[src/rtl/gasket_tx.sv]
// Transmit gasket: serialises 32-bit words (1, 2 or 4 symbols each) into one
// registered 8-bit symbol per clock, filling gaps with the IDLE_SYM K symbol.
module gasket_tx #(
  parameter logic [7:0] IDLE_SYM = 8'h7C
) (
  input  logic        clk_to_get,
  input  logic        Rst,
  input  logic [5:0]  width,
  input  logic [31:0] Data_in,
  input  logic [3:0]  Datak_in,
  input  logic        In_Valid,
  output logic        In_Ready,
  output logic [7:0]  Sym_Out,
  output logic        Sym_K,
  output logic        Sym_Valid,
  output logic        Word_Start,
  output logic        Underrun,
  output logic        Width_Err
);

  localparam logic STATE_IDLE = 1'b0;
  localparam logic STATE_SEND = 1'b1;

  logic        state_q, state_d;
  logic [31:0] curData_q, curData_d;
  logic [3:0]  curK_q, curK_d;
  logic [2:0]  curN_q, curN_d;
  logic [1:0]  idx_q, idx_d;
  logic [31:0] nxtData_q, nxtData_d;
  logic [3:0]  nxtK_q, nxtK_d;
  logic [2:0]  nxtN_q, nxtN_d;
  logic        nxtFull_q, nxtFull_d;
  logic [7:0]  symOut_q, symOut_d;
  logic        symK_q, symK_d;
  logic        symValid_q, symValid_d;
  logic        wordStart_q, wordStart_d;
  logic        underrun_q, underrun_d;
  logic        widthErr_q, widthErr_d;

  logic        accept;
  logic [2:0]  nbIn;
  logic        widthBad;
  logic [7:0]  curByte;

  assign In_Ready   = !nxtFull_q;
  assign accept     = In_Valid && In_Ready;
  assign curByte    = curData_q[{idx_q, 3'b000} +: 8];

  assign Sym_Out    = symOut_q;
  assign Sym_K      = symK_q;
  assign Sym_Valid  = symValid_q;
  assign Word_Start = wordStart_q;
  assign Underrun   = underrun_q;
  assign Width_Err  = widthErr_q;

  // Illegal widths still move one symbol so the stream never stalls.
  always_comb begin
    nbIn     = 3'd1;
    widthBad = 1'b0;
    case (width)
      6'd8:    nbIn = 3'd1;
      6'd16:   nbIn = 3'd2;
      6'd32:   nbIn = 3'd4;
      default: widthBad = 1'b1;
    endcase
  end

  always_comb begin
    state_d     = state_q;
    curData_d   = curData_q;
    curK_d      = curK_q;
    curN_d      = curN_q;
    idx_d       = idx_q;
    nxtData_d   = nxtData_q;
    nxtK_d      = nxtK_q;
    nxtN_d      = nxtN_q;
    nxtFull_d   = nxtFull_q;
    symOut_d    = IDLE_SYM;
    symK_d      = 1'b1;
    symValid_d  = 1'b0;
    wordStart_d = 1'b0;
    underrun_d  = 1'b0;
    widthErr_d  = accept && widthBad;

    case (state_q)
      STATE_IDLE: begin
        // A parked word always drains first; In_Ready is low while it waits.
        if (nxtFull_q) begin
          symOut_d    = nxtData_q[7:0];
          symK_d      = nxtK_q[0];
          symValid_d  = 1'b1;
          wordStart_d = 1'b1;
          nxtFull_d   = 1'b0;
          if (nxtN_q > 3'd1) begin
            curData_d = nxtData_q;
            curK_d    = nxtK_q;
            curN_d    = nxtN_q;
            idx_d     = 2'd1;
            state_d   = STATE_SEND;
          end
        end else if (accept) begin
          symOut_d    = Data_in[7:0];
          symK_d      = Datak_in[0];
          symValid_d  = 1'b1;
          wordStart_d = 1'b1;
          if (nbIn > 3'd1) begin
            curData_d = Data_in;
            curK_d    = Datak_in;
            curN_d    = nbIn;
            idx_d     = 2'd1;
            state_d   = STATE_SEND;
          end
        end else begin
          underrun_d = symValid_q;
        end
      end
      default: begin
        symOut_d   = curByte;
        symK_d     = curK_q[idx_q];
        symValid_d = 1'b1;
        if (accept) begin
          nxtData_d = Data_in;
          nxtK_d    = Datak_in;
          nxtN_d    = nbIn;
          nxtFull_d = 1'b1;
        end
        if ({1'b0, idx_q} == curN_q - 3'd1) begin
          idx_d   = 2'd0;
          state_d = STATE_IDLE;
        end else begin
          idx_d = idx_q + 2'd1;
        end
      end
    endcase
  end

  always_ff @(posedge clk_to_get) begin
    if (Rst) begin
      state_q     <= STATE_IDLE;
      curData_q   <= '0;
      curK_q      <= '0;
      curN_q      <= '0;
      idx_q       <= '0;
      nxtData_q   <= '0;
      nxtK_q      <= '0;
      nxtN_q      <= '0;
      nxtFull_q   <= 1'b0;
      symOut_q    <= 8'h00;
      symK_q      <= 1'b0;
      symValid_q  <= 1'b0;
      wordStart_q <= 1'b0;
      underrun_q  <= 1'b0;
      widthErr_q  <= 1'b0;
    end else begin
      state_q     <= state_d;
      curData_q   <= curData_d;
      curK_q      <= curK_d;
      curN_q      <= curN_d;
      idx_q       <= idx_d;
      nxtData_q   <= nxtData_d;
      nxtK_q      <= nxtK_d;
      nxtN_q      <= nxtN_d;
      nxtFull_q   <= nxtFull_d;
      symOut_q    <= symOut_d;
      symK_q      <= symK_d;
      symValid_q  <= symValid_d;
      wordStart_q <= wordStart_d;
      underrun_q  <= underrun_d;
      widthErr_q  <= widthErr_d;
    end
  end

endmodule
[config.mk]
export PLATFORM = sky130hd
export DESIGN_NAME = gasket_tx
export DESIGN_NICKNAME = d
export VERILOG_FILES = /design/src/rtl/gasket_tx.sv
export SDC_FILE = /design/constraint.sdc
export NUM_CORES = 1
export LEC_CHECK = 0
export BUFFER_PORTS_ARGS = -buffer_cell sky130_fd_sc_hd__buf_4
export CAP_MARGIN = 20
export CORE_MARGIN = 2
export CORE_UTILIZATION = 50
export CTS_CLUSTER_SIZE = 40
export DETAILED_ROUTE_END_ITERATION = 6
export HOLD_SLACK_MARGIN = 0.02
export PLACE_DENSITY = 0.79
export SETUP_SLACK_MARGIN = 0.05
export SYNTH_ARGS = -nofsm -noshare
export SYNTH_HDL_FRONTEND = slang
export SYNTH_SLANG_ARGS = --single-unit
[constraint.sdc]
create_clock -name clk_to_get -period 1.75 [get_ports clk_to_get]
set_input_delay 0.0875 -clock clk_to_get [delete_from_list [all_inputs] [get_ports clk_to_get]]
set_output_delay 0.0875 -clock clk_to_get [all_outputs]
set_load 0.05 [all_outputs]
==> results_dict.tcl <==
set metrics [dict create \
    r2r_slack_ps 6 \
    layout_commonest_cell "dfxtp_1" \
    final_area_mm2 0.00568 \
    fin_worst_skew_ps 10.1 \
    power_density_mw_per_mm2 716 \
    worstPathRequired_ps 2020 \
    yosysWarnings 0 \
    fin_crit_sh 0.997 \
    yosysTopAreaCell "dfxtp_1" \
    comb_power_share 0.123 \
    switching_power_mw 1.00 \
    met2_usage 0.361 \
    crit_slowest_cell "or3b_4" \
    fmax_ghz 0.573 \
    ys_async_sr_fraction 0 \
    avgSynthCellArea_um2 9.39 \
    fin_ws_ps 5.71 \
    htree_levels 3 \
    p_clk_frac 0.333 \
    final_cell_mix "93 x dfxtp_1, 80 x buf_4, 72 x nand2_1" \
    synthTopCellsByArea "dfxtp_1 44%, a211oi_2 11%, mux2i_1 8.4%, nand2_1 6.3%, a21oi_1 5.5%" \
    post_drt_via_cell_ratio 5.62 \
    slew_violations 0 \
    yosysSeqAreaShare 0.443 \
    finalSetupViolations 0 \
    period_minus_slack_ps 1740 \
    synth_area_mm2 0.00429 \
    p_int_mw 3.07 \
    die_w_um 96.6 \
    drive_gt1_frac 0.304 \
    min_from "Rst" \
    cts.root.buffer_cell "clkbuf_8" \
    switching_share 0.246 \
    grt_util_met1 0.286 \
    grt_util_met3 0.0426 \
    worstSetupPathType "flop to flop" \
    die-area_mm2 0.00934 \
    grt_pass1_wl_mm 16.9 \
    fillers 600 \
    vias 3754 \
    ir_worst_vdd_mv 0.382 \
    synth_edf_count 0 \
    cts_tree "yes" \
    startpoint_type "flop" \
    path_cells "or3b_4 -> o32ai_4 -> buf_12 -> buf_16 -> nor2_2 -> a211oi_2" \
    drt_first_iter_violations 206 \
    clk_path_buf_depth 2 \
    top_usage_layer "met2" \
    hold_depth 2 \
    worst_pin_slew_ps 468 \
    nNetsFinal 607 \
    clk_pin_slew_worst_paths_ps 90 \
    dp_cells 601 \
    numPortBuffers 58 \
    grt_setup_unrepaired "yes" \
    holdWs_ps 131 \
    fin_setup_tns_ps 0 \
    netlist_instances 457 \
    cp_max_fo 8 \
    rows 33 \
    track_usage 0.219 \
    slew_headroom 0.685 \
    dpl_worst_slack_ps -14.2 \
    antenna_found_initial 0 \
    min_path_type "input pin to flop" \
    critPathMaxStageDelay_ps 400 \
    cts-buffers-inserted 9 \
    r2r-end "curData_q[8]$_SDFFE_PP0P_" \
    dpl_cell_area_mm2 0.00482 \
    synthFlopType "dfxtp_1" \
    stdcell_count 668 \
    clkLatencyLatePin_ps 360 \
    run_status "finished clean" \
    ant_nets 0 \
    whs_endpoint "nxtN_q[2]$_SDFFE_PP0P_" \
    cts_sinks 95 \
    initial_core_util 0.520 \
    crit_arrival_ps 2020 \
    leakage_nw 1.98 \
    globalplace.congestion 0.813 \
    max_cap_viol_count 0 \
    grt_max_degree 37 \
    synth_nets 503 \
    ios 59 \
    placeableCoreArea_mm2 0.00826 \
    reg2reg_from "state_q$_SDFF_PP0_" \
    die_y_um 96.6 \
    setup.worst_path.start "state_q$_SDFF_PP0_" \
    gr-total-overflow 0 \
    seqPwrFrac 0.544 \
    wl_per_cell_um 16.9 \
    synth_top_area_share 0.443 \
    r2r_cells 6 \
    hold_viol_final 0 \
    synth-seq-cells 95 \
    drtPass1Iterations 5 \
    crit_path_end_kind "flop" \
    dp_hpwl_mm 6.52 \
    yosysUniqueCellTypes 31 \
    n_antenna_cell 0 \
    routed_wl_mm 11.3 \
    area_growth_pct 32.5 \
    drc_errors 0 \
    grt_pass1_vias 3606 \
]
[power groups by stage]
stage	Sequential, mW	Combinational [mW]	Clock (mW)
final	2.21	0.500	1.35
after global routing	2.22	0.533	1.46
after CTS	2.21	0.479	1.36
after detailed placement	2.26	0.406	0
after global placement	2.26	0.397	0
after floorplan	2.32	0.176	0
[through the flow]
step,total power [mW],util
2_1_floorplan,2.50,-
3_3_place_gp,2.66,0.584
3_5_place_dp,2.67,0.584
4_1_cts,4.05,0.656
5_1_grt,4.21,0.688
6_report,4.07,0.688
[cell usage after synthesis, types with 2 or more instances]
cell,number
a211oi_2,38
a21oi_1,47
a221oi_1,6
and3_1,2
buf_1,4
buf_6,8
clkbuf_1,25
dfxtp_1,95
inv_1,14
mux2i_1,36
mux4_2,9
nand2_1,72
nand2b_1,6
nor2_1,59
nor3_1,8
o21ai_0,5
o22ai_1,3
o31ai_1,3
or3b_2,2
xnor2_1,3
xor2_1,2
[worst max-delay path, delay by kind of cell (launching register included)]
family | cells | cell delay, ps
compound gates | 2 | 520
simple gates | 2 | 450
buf+inv | 2 | 360
flops | 1 | 330
[logic make-up after synthesis]
family,synth area share
buffers and inverters,0.0615
adder cells (fa/ha/maj),0.00292
AO/OA/AOI/OAI,0.204
AND/OR/NAND/NOR,0.147
flip-flops,0.443
XOR/XNOR,0.0102
multiplexers,0.131
[area by class of cell]
| type | count | area [µm²] | share of cell area |
|---|---|---|---|
| clock buffers | 11 | 131 | 0.0231 |
| clock inverters | 2 | 35.0 | 0.00616 |
| inverters | 14 | 52.6 | 0.00924 |
| multi-input cells | 309 | 2170 | 0.383 |
| flip-flops and latches | 95 | 1900 | 0.335 |
| well taps | 105 | 131 | 0.0231 |
| repair buffers | 132 | 1250 | 0.221 |
[flip-flops by register name, summed over array words and instances (netlist names)]
name        flops
curData_q      32
Width_Err       1
nxtN_q          3
nxtFull_q       1
Word_Start      1
state_q         1
idx_q           2
curN_q          3
Sym_Valid       1
Sym_K           1
nxtK_q          4
nxtData_q      32
Underrun        1
curK_q          4
Sym_Out         8
[routing by layer]
metal | vias up | share of wire
met3 | 29 | 0.056
li1 | 1782 | -
met1 | 1783 | 0.43
met2 | 160 | 0.49
met4 | 0 | 0.027
met5 | - | 0
[worst max-delay path by stage]
stage / slack (ps) / depth (start not counted) / end
after floorplan: 80 / 5 / curData_q[0]$_SDFFE_PP0P_
after global placement: 40 / 6 / curData_q[27]$_SDFFE_PP0P_
after detailed placement: -10 / 6 / curData_q[6]$_SDFFE_PP0P_
after CTS: 70 / 6 / curData_q[3]$_SDFFE_PP0P_
after global routing: -50 / 6 / curData_q[2]$_SDFFE_PP0P_
final: 6 / 6 / curData_q[8]$_SDFFE_PP0P_
[timing repair]
action | 4_1_cts | 5_1_grt
cloned | 1 | 5
pin swaps | 1 | 34
endpoints found under the setup margin | 32 | 69
hold buffers | 38 | 0
gates resized for setup | 1 | 26
setup buffers | 1 | 9
endpoints found under the hold margin | 37 | 0
Note: power is estimated with default switching activity, not from simulation.
